[config.mk]
export PLATFORM = sky130hd
export DESIGN_NAME = pc_sequencer
export DESIGN_NICKNAME = d
export VERILOG_FILES = /design/src/rtl/pc_sequencer_pkg.sv /design/src/rtl/pc_target_calc.sv /design/src/rtl/pc_sequencer.sv
export SDC_FILE = /design/constraint.sdc
export NUM_CORES = 1
export LEC_CHECK = 0
export ABC_CLOCK_PERIOD_IN_PS = 2850
export BUFFER_PORTS_ARGS = -buffer_cell sky130_fd_sc_hd__buf_2
export CELL_PAD_IN_SITES_DETAIL_PLACEMENT = 1
export CELL_PAD_IN_SITES_GLOBAL_PLACEMENT = 2
export CORE_UTILIZATION = 32
export CTS_CLUSTER_DIAMETER = 30
export DETAILED_ROUTE_END_ITERATION = 8
export PLACE_DENSITY = 0.86
export SYNTH_ARGS = -nofsm -noshare
export SYNTH_HDL_FRONTEND = slang
export SYNTH_HIERARCHICAL = 1
export SYNTH_SLANG_ARGS = --single-unit
[constraint.sdc]
create_clock -name clk -period 2.85 [get_ports clk]
set_clock_uncertainty 0.15 [all_clocks]
set_input_delay 0.57 -clock clk [delete_from_list [all_inputs] [get_ports clk]]
set_output_delay 0.57 -clock clk [all_outputs]
set_load 0.02 [all_outputs]
[src/rtl/pc_sequencer_pkg.sv]
// Shared definitions for the fetch PC sequencer: state encoding, redirect kinds, reset PC.
// Optional alignment checking is enabled with the PC_ALIGN_CHECK_EN macro (see pc_sequencer.sv).
package pc_sequencer_pkg;

    typedef enum logic [1:0] {
        ST_BOOT = 2'd0,
        ST_RUN  = 2'd1,
        ST_HOLD = 2'd2,
        ST_PEND = 2'd3
    } state_t;

    localparam logic [1:0] KIND_BRANCH = 2'b00;
    localparam logic [1:0] KIND_JUMP   = 2'b01;
    localparam logic [1:0] KIND_JREG   = 2'b10;
    localparam logic [1:0] KIND_RSVD   = 2'b11;

    localparam logic [31:0] DEFAULT_RESET_PC = 32'h0000_3000;

endpackage

[src/rtl/pc_target_calc.sv]
// Combinational redirect target: branch adds base and offset, every other kind uses the
// immediate as an absolute address. Addition wraps modulo 2^W.
module pc_target_calc
    import pc_sequencer_pkg::*;
#(
    parameter int W = 32
) (
    input  logic [1:0]   i_kind,
    input  logic [W-1:0] i_base,
    input  logic [W-1:0] i_imm,
    output logic [W-1:0] o_target
);

    always_comb begin
        o_target = i_imm;
        case (i_kind)
            KIND_BRANCH:                    o_target = i_base + i_imm;
            KIND_JUMP, KIND_JREG, KIND_RSVD: o_target = i_imm;
            default:                        o_target = i_imm;
        endcase
    end

endmodule

[src/rtl/pc_sequencer.sv]
// Fetch PC sequencer with stall hold and a one-entry redirect buffer for redirects that
// arrive under stall. Define PC_ALIGN_CHECK_EN to add the sticky align_err output.
//
//  state | meaning
//  BOOT  | first cycle after reset, pc = RESET_PC, redirects refused
//  RUN   | normal fetch, pc advances by 4 or takes a redirect
//  HOLD  | stalled with no buffered redirect, pc frozen
//  PEND  | stalled with a buffered redirect waiting for stall to drop
module pc_sequencer
    import pc_sequencer_pkg::*;
#(
    parameter int           W        = 32,
    parameter logic [W-1:0] RESET_PC = W'(DEFAULT_RESET_PC)
) (
    input  logic         clk,
    input  logic         reset_n,
    input  logic         stall,
    input  logic         redir_valid,
    input  logic [1:0]   redir_kind,
    input  logic [W-1:0] redir_base,
    input  logic [W-1:0] redir_imm,
    output logic         redir_ready,
`ifdef PC_ALIGN_CHECK_EN
    output logic         align_err,
`endif
    output logic [W-1:0] pc,
    output logic [W-1:0] pc_plus4,
    output logic         pend
);

    state_t       r_state;
    state_t       w_state_nxt;
    logic [W-1:0] r_pc;
    logic [W-1:0] r_buf;
    logic [W-1:0] w_pc_nxt;
    logic [W-1:0] w_buf_nxt;
    logic [W-1:0] w_target;
    logic [W-1:0] w_target_ld;
    logic         w_accept;

    pc_target_calc #(.W(W)) u_target (
        .i_kind   (redir_kind),
        .i_base   (redir_base),
        .i_imm    (redir_imm),
        .o_target (w_target)
    );

`ifdef PC_ALIGN_CHECK_EN
    logic r_align_err;

    assign w_target_ld = {w_target[W-1:2], 2'b00};

    always_ff @(posedge clk or negedge reset_n) begin
        if (!reset_n)
            r_align_err <= 1'b0;
        else if (w_accept && (w_target[1:0] != 2'b00))
            r_align_err <= 1'b1;
    end

    assign align_err = r_align_err;
`else
    assign w_target_ld = w_target;
`endif

    always_ff @(posedge clk or negedge reset_n) begin
        if (!reset_n) begin
            r_state <= ST_BOOT;
            r_pc    <= RESET_PC;
            r_buf   <= '0;
        end else begin
            r_state <= w_state_nxt;
            r_pc    <= w_pc_nxt;
            r_buf   <= w_buf_nxt;
        end
    end

    always_comb begin
        w_state_nxt = r_state;
        case (r_state)
            ST_BOOT: w_state_nxt = ST_RUN;
            ST_RUN, ST_HOLD: begin
                if (stall && redir_valid) w_state_nxt = ST_PEND;
                else if (stall)           w_state_nxt = ST_HOLD;
                else                      w_state_nxt = ST_RUN;
            end
            ST_PEND: if (!stall) w_state_nxt = ST_RUN;
            default: w_state_nxt = ST_BOOT;
        endcase
    end

    // HOLD releasing into a redirect or +4 behaves exactly like RUN, so they share a branch.
    always_comb begin
        w_accept  = 1'b0;
        w_pc_nxt  = r_pc;
        w_buf_nxt = r_buf;
        case (r_state)
            ST_RUN, ST_HOLD: begin
                w_accept = redir_valid;
                if (stall) begin
                    if (redir_valid) w_buf_nxt = w_target_ld;
                end else if (redir_valid) begin
                    w_pc_nxt = w_target_ld;
                end else begin
                    w_pc_nxt = r_pc + W'(4);
                end
            end
            ST_PEND: begin
                if (!stall) begin
                    w_pc_nxt  = r_buf;
                    w_buf_nxt = '0;
                end
            end
            default: ;
        endcase
    end

    assign redir_ready = w_accept;
    assign pend        = (r_state == ST_PEND);
    assign pc          = r_pc;
    assign pc_plus4    = r_pc + W'(4);

endmodule

==> results.md <==
* Outcome: complete, but fails checks
* Failing checks: setup timing
* Top cells by area, synth: dfrtp_1 (25%), nand2_1 (10%), ha_1 (6.6%), a21oi_1 (4.7%), o21ai_0 (4.3%)
* First-pass GRT wire length at about 40000 microns
* Iteration-0 DRC Markers at roughly 450
* Yosys reg bits at 66
* Min-delay worst type: primary input to asynchronous set/reset pin
* Worst EP arrival at between 3000 and 4000 ps
* Area Growth Syn to Fin at 50.2%
* Final setup viols at 8
* Core area at 0.0196 sq mm
* Fin. max-slew vios at 0
* Power Internal at ~3.7 mW
* Post-DP HPWL at between 15000 and 20000 microns
* Seq pwr share at between 20% and 30%
* Vias at between 7k and 8k
* Pin count of the biggest net entering global routing at 62
* Reg2reg setup slack at approximately 530 ps
* WHS at approximately 84 ps
* Worst-case reg-to-reg path depth at 7
* Cells after DPL at about 1.4k
* Ant diodes at 0
* Mean Syn Cell Area at 7.49 sq um
* Share of total power in combinational logic at approximately 61%
* Vias in the first global route at between 7k and 8k
* Router iterations before antenna repair at 7
* Drt drc at 0
* Antenna viol nets, final at 0
* Rel. slew slack at between 50 and 60%
* Leakage at approximately 4.5 nW
* Synth top area share at around a quarter
* CTS tree: yes
* Synth warn at 6
* Cts hold-fix bufs at 0
* Main synth FF type: dfrtp_1
* Pwr Total at ~7.0 mW
* Startpoint types: primary input
* Die ar. at just over 0.02 sq mm
* Mapped Nets at between 900 and 1k
* Vias per cell at 5.45
* Initial antenna violation count at 0
* Post-synth ARST share at 100%
* Crit path launch: redir_imm[0]
* Synth area leader: dfrtp_1
* Clock power share at 14.3%
* Critical Path RT at between 2000 and 3000 ps
* Least-Margin Pin Slew at approximately 700 ps
* WL/cell at approximately 18 microns
* Worst-skew pair later-pin latency at ~330 ps
* Initial Util at between 30% and 40%
* RSZ-0062 raised after global routing: yes
* Pwr Density at between 700 and 800 mW/mm^2
* Std cell rows at approximately 50
* Reg-to-reg endpoint: pc[21]
* Synth cell types at 77
* Switching share of power at ~48%
* Mapped cell area at approximately 0.0065 sq mm
* EDFF count, synth at 0
* Clock Sinks at between 60 and 70
* Clock Tree Buf Depth at 2
* Syn Inst Count at roughly 860
* Net switching power at approximately 3.4 mW
* Kind of critical path: primary input to register
* Grt ovf at 0
* Register area share after synthesis at between 20% and 30%
* Final min period at about 3000 ps
* Most frequent cells in the layout: buf_4 (185), nand2_1 (170), buf_2 (127), dfrtp_1 (57), a21oi_1 (51)
* Ports at roughly 140
* Crit-path max FO at 3
* Final period utilization at 105%
* Commonest non-fill, non-tap cell in the layout: buf_4
* Fin nets at about 1.2k
* CP endpoint kind: register
* Post-route insts no fill at between 1k and 1.5k
* R2R Path Start: r_state[1]
* Port buffer count at 135
* MaxCap Viol Count at 0
* Final Hold Fails at 0
* Final WS setup at -148 ps
* Fmax at 334 MHz
* Die H at between 100 and 150 microns
* Layout cells sized above 1 at between 40% and 50%
* Die Wd at 144 microns
* H-tree depth at 3
* CTS Root Cell: clkbuf_16
* GP Congestion at just over 0.9
* GRT Util Overall at approximately 24%
* Final wirelength at around 26000 microns
* TritonCTS Buffers at 9
* Maximum VDD drop at 0.347 mV
* Reg clk slew, reported paths at 50 ps
## worst max path at each step
stage / to / slack [ps] / cells after the start
detailed placement: pc[21] / -530 / 13
global route: pc[24] / -240 / 13
finish: pc[20] / -150 / 14
CTS: pc[24] / -130 / 13
floorplan: pc[24] / -280 / 12
global placement: pc[19] / -550 / 15
## Yosys cell counts, types with 6 or more instances
cell type    n
xnor2_1     27
a31oi_1      9
xor2_1      14
dfrtp_1     64
nand4_1     19
o21ai_0     55
nor3_1      17
nor2_1      42
o21a_1      11
and4_1       6
o21ai_1     15
nand3b_1    11
nand3_1     25
clkbuf_1    37
nor2b_1     23
ha_1        34
a22o_1       6
o31ai_1     14
inv_1       15
o2bb2ai_1    8
a21oi_1     61
a22oi_1     10
and3_1      12
a211oi_1     9
a21o_1      15
nor3b_1      6
and2_1      10
buf_2       16
nand2_1    176
## timing repair
action,CTS,global route
pin swaps,22,44
endpoints found under the setup margin,27,41
setup buffers,8,17
resized for setup,52,96
## critical path: stages
cell	delay, ps
buf_6	100
ha_4	150
fa_2	350
a21o_1	180
a311o_1	300
nand3_2	140
buf_4	140
a211oi_1	70
o31ai_1	230
nand3_1	170
nor2b_1	190
a22oi_1	210
o31a_1	180
o22ai_1	70
## logic make-up after synthesis
logic type | after synthesis | synth area share (%)
fa+ha+maj | 35 | 6.90
simple gates | 375 | 29.0
compound gates | 262 | 27.0
buf+inv | 78 | 5.13
xor+xnor | 41 | 5.56
flops | 66 | 25.6
mux | 5 | 0.775
## power by group through the flow
stage / Sequential (mW) / Combinational, mW / Clock, mW
floorplan: 1.95 / 2.17 / 0
global placement: 1.73 / 3.79 / 0
detailed placement: 1.76 / 3.89 / 0
CTS: 1.76 / 4.01 / 1.02
global route: 1.81 / 4.64 / 1.04
finish: 1.76 / 4.26 / 1.00
## through the flow
stage | util [%] | instance area (sq um) | TNS (ps) | setup WS (ps)
2_1_floorplan | - | 6500 | -316 | -280
3_3_place_gp | 43.8 | 8590 | -9810 | -549
3_5_place_dp | 43.8 | 8590 | -12060 | -531
4_1_cts | 46.7 | 9150 | -637 | -129
5_1_grt | 49.5 | 9700 | -2140 | -239
6_report | 49.5 | 9700 | -521 | -148
## routing by layer
| layer | share of wire [%] | up-vias | global-route usage [%] |
|---|---|---|---|
| met5 | 0 | - | 0 |
| met4 | 2.5 | 0 | 9.52 |
| met1 | 47 | 3772 | 34.1 |
| met2 | 47 | 183 | 39.2 |
| met3 | 3.1 | 39 | 1.66 |
| li1 | - | 3681 | - |
## layout make-up
type                       count  area [sq um]
clock buffer                  13           260
multi-input combinational    718          5150
tap                          265           332
sequential                    66          1660
timing repair buffer         329          2230
fill                        2416          9890
inverter                      16          60.1
## state kept, by name (all words and copies together) (netlist names)
| signal | cells |
|---|---|
| pc | 32 |
| r_buf | 32 |
| r_state | 2 |
(Power assumes the default switching activity.)
